==> src/rtl/trig_bank_arb.sv <==
// Round-robin arbiter and load sequencer that shares one W-bit register between N requesters.
// After each successful load, the register stays locked for HOLD cycles.
module trig_bank_arb #(
  parameter int W    = 8,
  parameter int N    = 4,
  parameter int HOLD = 3
) (
  input  logic               clk,
  input  logic               rst,
  input  logic [N-1:0]       req,
  input  logic [N*W-1:0]     din,
  output logic [N-1:0]       gnt,
  output logic [W-1:0]       q,
  output logic [$clog2(N)-1:0] q_src,
  output logic               q_vld,
  output logic               busy
);

  localparam int S  = $clog2(N);
  localparam int CW = (HOLD > 1) ? $clog2(HOLD) : 1;

  localparam logic [1:0] ST_IDLE = 2'd0;
  localparam logic [1:0] ST_LOAD = 2'd1;
  localparam logic [1:0] ST_HOLD = 2'd2;

  logic [1:0]    r_state;
  logic [S-1:0]  r_ptr;
  logic [S-1:0]  r_win;
  logic [CW-1:0] r_cnt;
  logic [W-1:0]  r_q;
  logic [S-1:0]  r_q_src;
  logic          r_q_vld;

  logic [S-1:0]  w_win;
  logic [W-1:0]  w_sel;
  logic          w_win_req;
  logic [N-1:0]  w_onehot;

  // Scan from the farthest offset down to the nearest, so the first set bit at or after r_ptr wins.
  always_comb begin : p_rr
    logic [S-1:0] w_idx;
    w_win = '0;
    w_idx = '0;
    for (int unsigned k = N; k > 0; k--) begin
      w_idx = r_ptr + S'(k - 1);
      if (req[w_idx]) w_win = w_idx;
    end
  end

  assign w_sel     = din[int'(r_win)*W +: W];
  assign w_win_req = req[r_win];
  assign w_onehot  = {{(N-1){1'b0}}, 1'b1} << r_win;

  always_ff @(posedge clk) begin
    if (rst) begin
      r_state <= ST_IDLE;
      r_ptr   <= '0;
      r_win   <= '0;
      r_cnt   <= '0;
      r_q     <= '0;
      r_q_src <= '0;
      r_q_vld <= 1'b0;
    end else begin
      case (r_state)
        ST_IDLE: begin
          if (|req) begin
            r_win   <= w_win;
            r_state <= ST_LOAD;
          end
        end
        ST_LOAD: begin
          if (w_win_req) begin
            r_q     <= w_sel;
            r_q_src <= r_win;
            r_q_vld <= 1'b1;
            r_ptr   <= r_win + S'(1);
            if (HOLD > 0) begin
              r_cnt   <= CW'((HOLD > 0) ? HOLD - 1 : 0);
              r_state <= ST_HOLD;
            end else begin
              r_state <= ST_IDLE;
            end
          end else begin
            r_state <= ST_IDLE;
          end
        end
        ST_HOLD: begin
          if (r_cnt == '0) r_state <= ST_IDLE;
          else             r_cnt   <= r_cnt - CW'(1);
        end
        default: r_state <= ST_IDLE;
      endcase
    end
  end

  assign gnt   = (r_state == ST_LOAD && w_win_req) ? w_onehot : '0;
  assign q     = r_q;
  assign q_src = r_q_src;
  assign q_vld = r_q_vld;
  assign busy  = (r_state != ST_IDLE);

endmodule

==> config.mk <==
export PLATFORM = sky130hd
export DESIGN_NAME = trig_bank_arb
export DESIGN_NICKNAME = d
export VERILOG_FILES = /design/src/rtl/trig_bank_arb.sv
export SDC_FILE = /design/constraint.sdc
export NUM_CORES = 1
export LEC_CHECK = 0
export BUFFER_PORTS_ARGS = -buffer_cell sky130_fd_sc_hd__clkbuf_2
export CELL_PAD_IN_SITES_DETAIL_PLACEMENT = 0
export CELL_PAD_IN_SITES_GLOBAL_PLACEMENT = 1
export CORE_MARGIN = 2
export CORE_UTILIZATION = 36
export CTS_BUF_LIST = sky130_fd_sc_hd__clkbuf_16
export CTS_CLUSTER_DIAMETER = 30
export DETAILED_ROUTE_END_ITERATION = 12
export PLACE_DENSITY = 0.84
export SLEW_MARGIN = 20
export SYNTH_ARGS = -nofsm -noshare
export SYNTH_HDL_FRONTEND = slang
export SYNTH_SLANG_ARGS = --single-unit
==> constraint.sdc <==
create_clock -name clk -period 4.7 [get_ports clk]
set_input_delay 0.94 -clock clk [delete_from_list [all_inputs] [get_ports clk]]
set_output_delay 0.94 -clock clk [all_outputs]
set_load 0.005 [all_outputs]
# Yosys cells after proc, flatten, opt, wreduce, memory -nomap -nowiden
# Index checks and enable logic that the tools add are counted.
# op_classes
n_addsub	5
multipliers	0
div_mod_pow	0
order_cmp	5
n_eq_ne	6
shift	2
n_mux	22
bitwise_logic	0
reduce_logical	10
# ops
cell	count
32-bit by 6-bit variable part select with 8-bit output	1
2-bit two-way mux	9
2-bit by 3-bit < comparator with 1-bit output, second input constant	5
1-bit binary-select mux with 2-bit select	5
2-bit != test, second input constant	4
2-bit case mux with 3 select lines	1
2-bit AND reduction	3
1-bit two-way mux	5
2-bit by 1-bit adder with 2-bit output, second input constant	2
2-bit adder, second input constant	2
2-bit zero test	2
4-bit two-way mux	1
2-bit case mux with 2 select lines	1
2-bit nonzero test	2
4-bit OR reduction	1
1-bit by 2-bit left shift with 4-bit output, first input constant	1
3-bit AND reduction	1
2-bit by 1-bit == test with 1-bit output, second input constant	1
2-bit == test, second input constant	1
2-bit by 1-bit subtractor with 2-bit output, second input constant	1
1-bit logical AND	1
# totals
ff_bits	19
latch_bits	0
mem_bits_rw	0
romBits	0
n_memories	0

# Longest topological paths before layout
# logic_depth
depth_word	7
ltp_mapped	6
ltp_nobuf	5

# Least setup slack after synthesis
# OpenSTA, ideal clock, no wires.
# synth_path
path_kind	input port to output port
startpoint	input port req[2]
endpoint	output port gnt[0]
arrival_ns	1.635
setup_slack_ns	2.125
path_stages	4
path_cell_list	mux2_4 > o2bb2ai_4 > buf_6 > and2_1
# synth_via
elab_chain_cells	4
# synth_lines
item	line	rtl
start: declaration	10	input logic [N-1:0] req,
1-bit binary-select mux with 2-bit select	51	assign w_win_req = req[r_win];
1-bit two-way mux (not written as such)	51	
1-bit logical AND	96	assign gnt = (r_state == ST_LOAD && w_win_req) ? w_onehot : '0;
4-bit two-way mux	96	
end: declaration	12	output logic [N-1:0] gnt,
# Every way passes these cells. The select of a mux whose other input is x is not followed.

# Worst setup path after layout
# layout_path
startpoint	register r_win[0]
endpoint	output port gnt[0]
# layout_via
elab_chain_cells	4
word_cells_on_any_way	5
classes_between	shift (1); mux (3); reduce/logical (1)
# layout_lines
item	line	rtl
start: declaration	28	logic [S-1:0] r_win;
start signal: assignment	67	r_win <= w_win;
1-bit binary-select mux with 2-bit select	51	
1-bit two-way mux (not written as such)	51	
1-bit logical AND	96	
4-bit two-way mux (*)	96	
# Mark *: on every way between the ends. The rest lies on a longest branch, timed or not. The select of a mux whose other input is x is not followed.

==> results.cfg <==
[outcome]
run_status = finished clean

[cts]
clock_tree.root_cell = clkbuf_16
cts_inserted_buffers = 3
clk_path_buf_depth = 2
cts.repair_timing.setup_buffer_count = 0
cts_resized = 0
clock_tree.htree_level_count = 1
cts.hold.buffers_added = 0
clk-insertion-delay-late_ps = 250
clk_pin_slew_ps = 60
cts_tree = yes
clock_sinks = 19

[sta]
finalHoldViolCount = 0
final_period_minus_worst_setup_slack_ps = 3228
grt_setup_unrepaired = no
period_share = 0.6868
timing.clock.skew_ps = 4.792
worst-slew-pin-transition_ps = 895.1
slew_violations = 0
slew_headroom = 0.4024
max_clock_freq_mhz = 309.8
report.final.setup_viol = 0
hold_ws_ps = 482.3
setup_tns_ps = 0

[critical_path]
cp-startpoint = r_win[0]
timing.rr.start = r_win[0]
cp_data_required_time_ps = 3760
start_kind = flip-flop
setup.worst_path.class = reg -> out
crit_end_element = output pin
cp.arrival_ps = 2290
crit_path_max_fo = 20

[placement]
place.gp.congestion = 0.7093
io_buffer_count = 53
postPlaceCellArea_sq_um = 1400
place.detailed.hpwl_um = 1959

[synth]
synth-seq-cells = 19
syn-mean-instance-area_sq_um = 10.37
synthCells = 109
yosys_warnings = 0
post_synth_design_cell_area_sq_um = 1130
synthesis.nets = 152
synth_cell_types = 28
synth_sequential_area_ratio = 0.3367

[min_path]
holdCritPathClass = reg -> reg
timing.hold.worst.start = q_vld

[grt]
grtUsageMet1 = 0.1696
grt_util_all_layers = 0.1518
grtUsageMet3 = 0.03896
grt_max_degree = 21
layer_with_the_highest_usage = met2
grt_pass1_vias = 964
wire_length_of_the_first_global_routing_pass_um = 3995
grt_antenna_before_repair = 0
grt-ovfl-total = 0
groute.layer.met2.usage = 0.2671

[finish]
post-route-cell-area_sq_um = 1479
antenna-diode-count = 0
n_fill_cell = 286
num-nets-final = 203
utilization = 0.4884
post_route_cells_drive_above_1_share = 0.4340
syn_to_final_growth_pct = 30.90

[floorplanning]
core-area_sq_um = 3028
ios = 54
fp.dieH_um = 60.02
die-area_sq_um = 3602
effective_utilization_at_floorplan = 0.3731
rows = 20
die_w_um = 60.02

[job]
cap_viol_max_count = 0

[route]
drt-pass1-iter-count = 4
dr.first_iter.drc_count = 30
num_vias = 988
routed_vias_inst = 4.867
drt-wirelength-per-cell_um = 12.42
detail_route.drc_violations = 0
wirelength_um = 2521
ant_nets = 0

[pwr]
vdd.ir_drop.worst_mv = 0.1678
power.static_leakage_nw = 0.6669
power_density_nw_per_um2 = 306.5
-- metrics by stage --
stage | total power, W | setup WS [ps] | cells
2_1_floorplan | 0.0002540 | 2125 | 109
3_3_place_gp | 0.0002815 | 1708 | 199
3_5_place_dp | 0.0002858 | 1668 | 199
4_1_cts | 0.0004582 | 1398 | 203
5_1_grt | 0.0004746 | 1239 | 203
6_report | 0.0004533 | 1472 | 203
-- cell usage in the layout, fill, tap and decap left out, types with 2 or more instances in the layout --
cell type / instances
ha_1: 5
a21oi_1: 5
clkbuf_2: 53
clkbuf_16: 3
nand2_1: 3
o21ai_0: 2
mux4_2: 8
dfxtp_1: 19
mux2i_1: 11
and2_1: 4
inv_1: 12
nor2_1: 18
a221oi_1: 2
-- cell usage after synthesis --
master,number,area (sq um)
buf_2,1,5.000
a211oi_2,1,12.51
nand2_1,3,11.26
and2_1,4,25.02
nand2b_1,1,6.260
inv_1,11,41.29
mux4_2,8,180.2
o2111ai_1,1,8.760
mux2i_1,11,110.1
a22o_1,1,8.760
o2bb2ai_4,1,27.53
a211o_1,1,8.760
and3b_1,1,8.760
or3b_4,1,11.26
a221oi_1,2,17.52
o41ai_1,1,8.760
nor3b_1,1,7.510
a21oi_1,5,25.02
nor2_1,18,67.56
o21ai_0,2,10.01
buf_6,3,33.78
dfxtp_1,19,380.4
nor2_2,1,6.260
o311a_1,1,10.01
ha_1,5,62.56
mux2_4,1,15.01
clkbuf_1,3,11.26
o221ai_1,1,8.760
-- critical path, cell delays in order, from the launching register on --
cell	delay, ps
dfxtp_1	900
mux2i_1	270
o2bb2ai_4	540
and2_1	210
clkbuf_2	110
-- path summary, 6_finish.rpt --
check,end,slack [ps],cells after the start
worst min register to register,q_vld,480,2
worst max-delay path,gnt[0],1470,4
worst min-delay path,q_vld,480,2
worst max register to register,r_cnt[1],2500,4
-- report_power, final --
group          internal, W  leakage [nW]  switching, W
clock network     0.000113        0.0423     0.0000593
registers         0.000173         0.155     0.0000157
logic            0.0000532         0.470     0.0000393
total             0.000339         0.667      0.000114
-- routing by layer --
metal	wire [um]	vias to the layer above
met1	1057	459
met5	0	-
met2	1266	39
met4	36	0
met3	162	4
li1	-	486
-- logic make-up after synthesis --
logic type | share of synthesized area
AND/OR/NAND/NOR | 0.1274
adder cells (fa/ha/maj) | 0.05537
buffers and inverters | 0.08083
AO/OA/AOI/OAI | 0.1296
multiplexers | 0.2702
flip-flops | 0.3367
-- registers in the layout, indices dropped and copies added (netlist names) --
register and flops:
q_vld 1, r_ptr 2, r_state 2, q 8, r_cnt 2, r_win 2
q_src 2
-- area by class of cell --
type	count	area [sq um]	share of cell area
clock buffer	3	75.07	0.05076
clock inverter	1	3.754	0.002538
inverter	11	41.29	0.02792
multi-input combinational	72	658.1	0.4450
sequential	19	380.4	0.2572
tap	44	55.05	0.03723
timing repair buffer	53	265.3	0.1794
No activity file was read; power rests on OpenSTA's default activity.
